## src/rtl/jtframe_ram_nslots.sv

```systemverilog
`default_nettype none
// ============================================================================
//  Module      : jtframe_ram_nslots
//  Description : N-slot SDRAM access multiplexer. Arbitrates SLOTS request
//                ports onto one SDRAM controller port (fixed priority or
//                round-robin), muxes address/data/mask of the granted slot,
//                routes completion strobes back and guards every grant with
//                an ack/data watchdog.
//  Revision    : 1.0 - initial release
// ============================================================================
module jtframe_ram_nslots #(
    parameter int               SDRAMW  = 22,
    parameter int               SLOTS   = 4,
    parameter int               RR      = 0,
    parameter logic [SLOTS-1:0] WRSLOTS = 1,
    parameter int               TOUT    = 255
) (
    input  logic                    clk,
    input  logic                    rst,
    input  logic [SLOTS-1:0]        slot_req,
    input  logic [SLOTS-1:0]        slot_rnw,
    input  logic [SLOTS*SDRAMW-1:0] slot_addr,
    input  logic [SLOTS*16-1:0]     slot_din,
    input  logic [SLOTS*2-1:0]      slot_wrmask,
    output logic [SLOTS-1:0]        slot_sel,
    output logic [SLOTS-1:0]        slot_rdy,
    output logic [SLOTS-1:0]        slot_dst,
    input  logic                    sdram_ack,
    output logic                    sdram_rd,
    output logic                    sdram_wr,
    output logic [SDRAMW-1:0]       sdram_addr,
    output logic [15:0]             data_write,
    output logic [1:0]              sdram_wrmask,
    input  logic                    data_rdy,
    input  logic                    data_dst,
    output logic                    tout_err,
    output logic                    unexp_err
);

    localparam int c_CW = $clog2(TOUT+1);
    localparam int c_PW = $clog2(SLOTS);

    logic [SLOTS-1:0] w_active;
    logic             w_expire;
    logic             w_arb;
    logic             w_found;
    logic [c_PW-1:0]  w_win;
    logic             w_wren;
    logic             w_wr;
    logic [c_PW-1:0]  r_ptr;
    logic [c_CW-1:0]  r_wd;

    // The slot currently granted is never a candidate, which keeps a
    // completing or timed-out slot out of the very next decision.
    assign w_active = slot_req & ~slot_sel;
    assign w_expire = (slot_sel != '0) && (r_wd == c_CW'(TOUT));
    assign w_arb    = (slot_sel == '0) || data_rdy || w_expire;
    assign w_wren   = WRSLOTS[w_win];
    assign w_wr     = w_wren & ~slot_rnw[w_win];

    assign slot_rdy = data_rdy ? slot_sel : '0;
    assign slot_dst = data_dst ? slot_sel : '0;

    // Winner selection: lowest active index, or first active after the pointer
    always_comb begin
        int idx;
        w_found = 1'b0;
        w_win   = '0;
        idx     = 0;
        if (RR == 0) begin
            for (int i = SLOTS-1; i >= 0; i--) begin
                if (w_active[i]) begin
                    w_found = 1'b1;
                    w_win   = c_PW'(i);
                end
            end
        end else begin
            for (int j = 0; j < SLOTS; j++) begin
                idx = (int'(r_ptr) + 1 + j) % SLOTS;
                if (!w_found && w_active[idx]) begin
                    w_found = 1'b1;
                    w_win   = c_PW'(idx);
                end
            end
        end
    end

    // Grant register, command muxing, ack handling, watchdog and error flags
    always_ff @(posedge clk or posedge rst) begin
        if (rst) begin
            slot_sel     <= '0;
            sdram_rd     <= 1'b0;
            sdram_wr     <= 1'b0;
            sdram_addr   <= '0;
            data_write   <= '0;
            sdram_wrmask <= 2'b11;
            r_ptr        <= c_PW'(SLOTS-1);
            r_wd         <= '0;
            tout_err     <= 1'b0;
            unexp_err    <= 1'b0;
        end else begin
            if (w_arb) begin
                r_wd <= '0;
                if (w_found) begin
                    // A new grant wins over an ack arriving in the same cycle
                    slot_sel     <= SLOTS'(1) << w_win;
                    sdram_addr   <= slot_addr[w_win*SDRAMW +: SDRAMW];
                    data_write   <= slot_din[w_win*16 +: 16];
                    sdram_wrmask <= w_wren ? slot_wrmask[w_win*2 +: 2] : 2'b11;
                    sdram_wr     <= w_wr;
                    sdram_rd     <= ~w_wr;
                    r_ptr        <= w_win;
                end else begin
                    slot_sel     <= '0;
                    sdram_rd     <= 1'b0;
                    sdram_wr     <= 1'b0;
                    sdram_wrmask <= 2'b11;
                end
            end else begin
                if (slot_sel != '0) begin
                    r_wd <= r_wd + c_CW'(1);
                end
                if (sdram_ack) begin
                    sdram_rd <= 1'b0;
                    sdram_wr <= 1'b0;
                end
            end
            if (w_expire) begin
                tout_err <= 1'b1;
            end
            if (data_rdy && (slot_sel == '0)) begin
                unexp_err <= 1'b1;
            end
        end
    end

endmodule
`default_nettype wire

```

## config.mk

```make
export PLATFORM = sky130hd
export DESIGN_NAME = jtframe_ram_nslots
export DESIGN_NICKNAME = d
export VERILOG_FILES = /design/src/rtl/jtframe_ram_nslots.sv
export SDC_FILE = /design/constraint.sdc
export NUM_CORES = 1
export LEC_CHECK = 0
export CAP_MARGIN = 20
export CORE_MARGIN = 4
export CORE_UTILIZATION = 35
export CTS_CLUSTER_DIAMETER = 200
export DETAILED_ROUTE_END_ITERATION = 8
export PLACE_DENSITY = 0.81
export REMOVE_ABC_BUFFERS = 1
export SLEW_MARGIN = 40
export SYNTH_ARGS = -nofsm -noshare
export SYNTH_HDL_FRONTEND = slang
export SYNTH_SLANG_ARGS = --single-unit
export TNS_END_PERCENT = 20
```

## constraint.sdc

```tcl
create_clock -name clk -period 1.9 [get_ports clk]
set_input_delay 0.285 -clock clk [delete_from_list [all_inputs] [get_ports clk]]
set_output_delay 0.285 -clock clk [all_outputs]
set_load 0.03 [all_outputs]
```

* Word level (Yosys, flattened, before mapping)
Index checks and enable logic that the tools add are counted.
** Word-level totals
- Register bits after elaboration :: 56
- Bits of input ports :: 173
- Logic and storage cells :: 55
- Output and inout bits :: 56
** Operators by class
- Order comparisons :: 1
- Eq/ne operators :: 1
- Shift-type cells :: 4
- Muxes and demuxes :: 24
- Bitwise operators :: 5
- Add/subtract/negate cells :: 1
- Reductions and logical operators :: 9
- Multipliers :: 1
** Operator list (count)
- $shiftx 88x8->22 :: 1
- $shiftx 64x7->16 :: 1
- $mux 8 :: 2
- $mux 2 :: 6
- $mux 4 :: 3
- $mux 1 :: 11
- $add 8x1->8 const B :: 1
- $eq 8x8->1 const B :: 1
- $shiftx 8x4->2 :: 1
- $mul 2x4->6 const B :: 1
- $and 4x4->4 :: 1
- $bmux 1 s2 :: 2
- $logic_not 4->1 :: 1
- $not 4->4 :: 1
- $reduce_bool 2->1 :: 2
- $reduce_bool 4->1 :: 1
- $shl 1x2->4 const A :: 1
- $lt 2x3->1 const B :: 1
- $logic_and 1x1->1 :: 2
- $logic_or 1x1->1 :: 2
- $not 1->1 :: 2
- $reduce_and 2->1 :: 1
- $and 1x1->1 :: 1

* Depth between registers and ports, before layout
- Depth after elaboration :: 13
- Depth in mapped cells :: 7
- Gate-level depth less buffers :: 5

* Worst setup path before layout
No wires, ideal clock.
- Kind :: reg2reg
- Start point :: reg slot_sel[0]
- End point :: reg data_write[12]
- Period minus slack after synthesis :: 1869 ps
- Stages on the path, launching flop included :: 7
- Path slack :: 31 ps
- Required time :: 1760 ps
- Arrival time :: 1729 ps
- Library setup time :: 140 ps
- Path buffers :: 2
- Path through :: dfrtp_1 > or4_4 > o311ai_2 > and2_4 > buf_6 > buf_6 > a41oi_1
** Between the ends
- Longest elaborated chain between the ends :: 4
- Elaborated cells on any way between the ends :: 11
- Those cells by class :: shift (1); mux (2); bitwise (2); reduce/logical (6)
** RTL lines
- from (decl) :: RTL line 25 : output logic [SLOTS-1:0] slot_sel,
- from (signal assigned) :: RTL line 106 : slot_sel <= SLOTS'(1) << w_win;
- $not 4->4, or another cell as far along :: RTL line 55 : assign w_active = slot_req & ~slot_sel;
- $and 4x4->4, or another cell as far along :: RTL line 55
- $mux 2, or another cell as far along :: RTL line 72 : if (w_active[i]) begin
- $shiftx 64x7->16 / $reduce_and 2->1 (equally long branches)
- to (signal assigned) :: RTL line 108 : data_write <= slot_din[w_win*16 +: 16];
- to (decl) :: RTL line 32 : output logic [15:0] data_write,
Parallel ways exist; a longest one is shown, timed or not.
A chain may end at the register's enable or synchronous reset.

* Final worst setup path
- Start point :: reg r_wd[0]
- End point :: reg data_write[15]
** Between the ends
- Longest elaborated chain between the ends :: 4
** RTL lines
- from (decl) :: RTL line 51 : logic [c_CW-1:0] r_wd;
- from (signal assigned) :: RTL line 121 : r_wd <= r_wd + c_CW'(1);
- $eq 8x8->1 :: RTL line 56 : assign w_expire = (slot_sel != '0) && (r_wd == c_CW'(TOUT));
- $logic_and 1x1->1 :: RTL line 56
- $logic_or 1x1->1 :: RTL line 57 : assign w_arb = (slot_sel == '0) || data_rdy || w_expire;
- $reduce_and 2->1 (no source line)
Every way passes these cells.

==> impl_metrics.tcl <==
set metrics [dict create \
    grt_first_pass_wirelength_um 20400 \
    post-route-util_pct 65.7 \
    synthCells 349 \
    final_max_slew_viol_count 0 \
    syn_area_mm2 0.00323 \
    die_height_um 104 \
    cts_htree_levels 2 \
    startpoint "r_wd[0]$_DFFE_PP0P_" \
    drt-wirelength-per-cell_um 19.3 \
    grtUsageTotal_pct 23.0 \
    vias_per_cell 5.65 \
    status "finished, final reports clean" \
    cap_violations 0 \
    drc_errors 0 \
    clock_latency_ns 0.31 \
    rr_startpoint "r_wd[0]$_DFFE_PP0P_" \
    place_ws_ns -0.199 \
    synth_cell_type_count 38 \
    synth_warnings 0 \
    cts-root-buf "clkbuf_8" \
    die-area_mm2 0.0108 \
    setup_violations 0 \
    start_util_pct 36.5 \
    layout_setup_ws_ns 0.0729 \
    hpwl_um 9780 \
    vias 3815 \
    rsz0062_at_grt "yes" \
    avgSynthCellArea_um2 9.24 \
    drive_gt1_share_pct 9.52 \
    dr.pass1.iters 5 \
    power.density_mw_per_mm2 1380 \
    place_congestion 0.797 \
    grt_pass1_vias 4022 \
    hold_ws_ns 0.335 \
    coreArea_mm2 0.00885 \
    synthTopCellsByArea "dfrtp_1 42%, a41oi_1 9.5%, a22oi_1 8.8%, a21oi_1 6.2%, nand3_1 6.2%" \
    place_area_mm2 0.00569 \
    final_nets 740 \
    finalHoldViolCount 0 \
    design_area_mm2 0.00582 \
    fin_crit_sh_pct 96.2 \
    post_cts_buffers 0 \
    leakage_nw 2.28 \
    rows 34 \
    antennaDiodeCount 0 \
    synth_area_leader_cell "dfrtp_1" \
    p_int_mw 4.47 \
    clock-sinks 56 \
    yosysSeqAreaShare_pct 43.5 \
    r2r_end "data_write[15]$_DFFE_PP0P_" \
    p_clk_share_pct 10.1 \
    dp_cells 667 \
    skew_ns 0.00903 \
    ctsHoldBuffers 0 \
    fin_cells 675 \
    crit_type "flop to flop" \
    antenna_found_initial 0 \
    numCtsBuffers 5 \
    syn2layout_area_growth_pct 80.3 \
    vdd_ir_drop_max_mv 0.549 \
    cp-end-kind "flop" \
    ys_ff_latch 56 \
    crit_path_start_kind "flop" \
    worstRegToRegCells 6 \
    clk_pin_slew_ns 0.11 \
    worstPathMaxFanout 8 \
    port_buffers 219 \
    combPwrFrac_pct 64.9 \
    slew_headroom_pct 73.9 \
    synth_top_area_share_pct 41.9 \
    critPathArrivalTime_ns 1.99 \
    clockBufferDepth 2 \
    die_x_um 104 \
    drt-initial-drc-count 224 \
    worst_slew_pin_slew_ns 0.388 \
    worstPathRequired_ns 2.06 \
    ant_nets 0 \
    power_switching_share_pct 44.6 \
    p_switching_mw 3.59 \
    tritoncts "built" \
    rrSetupSlack_ns 0.07 \
    max_freq_mhz 547 \
    grt_overflow_total 0 \
    finalCriticalPeriod_ns 1.83 \
    wl_um 13000 \
    seqPwrFrac_pct 25.1 \
    grt_max_degree 57 \
    min_path_type "primary input to asynchronous set/reset pin" \
    ios 229 \
]
worst max path at each step:
stage,endpoint,slack [ns],depth (start not counted)
after global placement,sdram_addr[13]$_DFFE_PP0P_,-0.14,7
after floorplan,data_write[0]$_DFFE_PP0P_,-1.58,5
after global routing,data_write[15]$_DFFE_PP0P_,-0.06,6
after CTS,slot_dst[3],0.00007,2
after detailed placement,data_write[15]$_DFFE_PP0P_,-0.20,7
final,data_write[15]$_DFFE_PP0P_,0.07,6
power groups by stage:
stage	clock (mW)	combinational (mW)	sequential, mW
3_3_place_gp	0	5.16	2.02
6_report	0.811	5.22	2.02
3_5_place_dp	0	5.25	2.04
5_1_grt	0.893	5.54	2.08
4_1_cts	0.839	5.26	2.02
2_1_floorplan	0	1.71	3.01
layout by cell type, fill, tap and decap left out, types with 2 or more instances in the layout:
| cell | synthesis | layout |
|---|---|---|
| nand4_1 | 2 | 2 |
| a21oi_1 | 40 | 40 |
| nor2_1 | 15 | 14 |
| nand2_1 | 43 | 43 |
| xnor2_1 | 2 | 2 |
| mux2_2 | 3 | 3 |
| xor2_1 | 4 | 4 |
| clkbuf_8 | 0 | 5 |
| a21o_1 | 2 | 2 |
| and2_1 | 8 | 8 |
| clkdlybuf4s50_1 | 0 | 211 |
| buf_4 | 2 | 17 |
| a41oi_1 | 35 | 35 |
| a22oi_1 | 38 | 38 |
| buf_12 | 0 | 11 |
| a41oi_2 | 3 | 3 |
| inv_1 | 4 | 3 |
| dfrtp_1 | 54 | 54 |
| dlymetal6s2s_1 | 0 | 3 |
| nand3_1 | 40 | 39 |
| dfstp_2 | 2 | 2 |
| nand2b_1 | 4 | 4 |
worst max-delay path, stage by stage (launching register included):
cell	delay, ns
dfrtp_1	0.41
ha_1	0.23
nand3_2	0.14
o311ai_4	0.34
and2_4	0.26
buf_4	0.17
a41oi_1	0.14
cell usage after synthesis, drive strengths merged:
cell,instances
a21o,2
a21oi,40
a22o,1
a22oi,38
a41o,1
a41oi,38
and2,9
and2b,1
and3,1
and3b,1
buf,20
clkbuf,14
dfrtp,54
dfstp,2
ha,1
inv,4
mux2,3
nand2,43
nand2b,4
nand3,40
nand4,2
nor2,15
nor2b,1
nor3,2
nor4,1
nor4b,1
o22ai,1
o2bb2ai,1
o311ai,1
or4,1
xnor2,2
xor2,4
layout make-up:
type	instances	area, µm²
clock inverter	3	46.3
tap	108	135
inverter	4	15.0
sequential	56	1400
multi-input combinational	255	1630
clock buffer	5	68.8
fill	740	3030
timing repair buffer	244	2520
stage by stage:
step / setup TNS [ns] / total power, mW
5_1_grt: -0.135 / 8.52
3_3_place_gp: -2.97 / 7.18
3_5_place_dp: -4.32 / 7.29
4_1_cts: 0 / 8.12
6_report: 0 / 8.06
2_1_floorplan: -76.45 / 4.72
state kept, by name, indices dropped and copies added, names as in the netlist:
signal / flops
sdram_addr: 22
unexp_err: 1
data_write: 16
sdram_wrmask: 2
sdram_wr: 1
tout_err: 1
r_wd: 8
slot_sel: 4
sdram_rd: 1
per-layer routing:
metal | routed length (µm) | global-route usage, %
met3 | 941 | 6.70
met5 | 0 | 0
met1 | 5030 | 25.1
met4 | 510 | 9.78
met2 | 6540 | 41.2
logic make-up (layout without fill, tap and decap cells):
kind of cell	after synthesis	count (layout)	synth area share, %
AOI/OAI and AO/OA	123	123	28.1
xor gates and xnor gates	6	6	1.63
adders and majority gates	1	1	0.388
buffers and inverters	38	256	6.67
DFF	56	56	43.5
muxes	3	3	1.05
and+or+nand+nor	122	122	18.7
what timing repair did:
action,CTS,global route
gates resized for setup,2,4
gates cloned,0,0
pin swaps,1,0
setup endpoints to repair,26,8
Note: power is estimated with default switching activity, not from simulation.
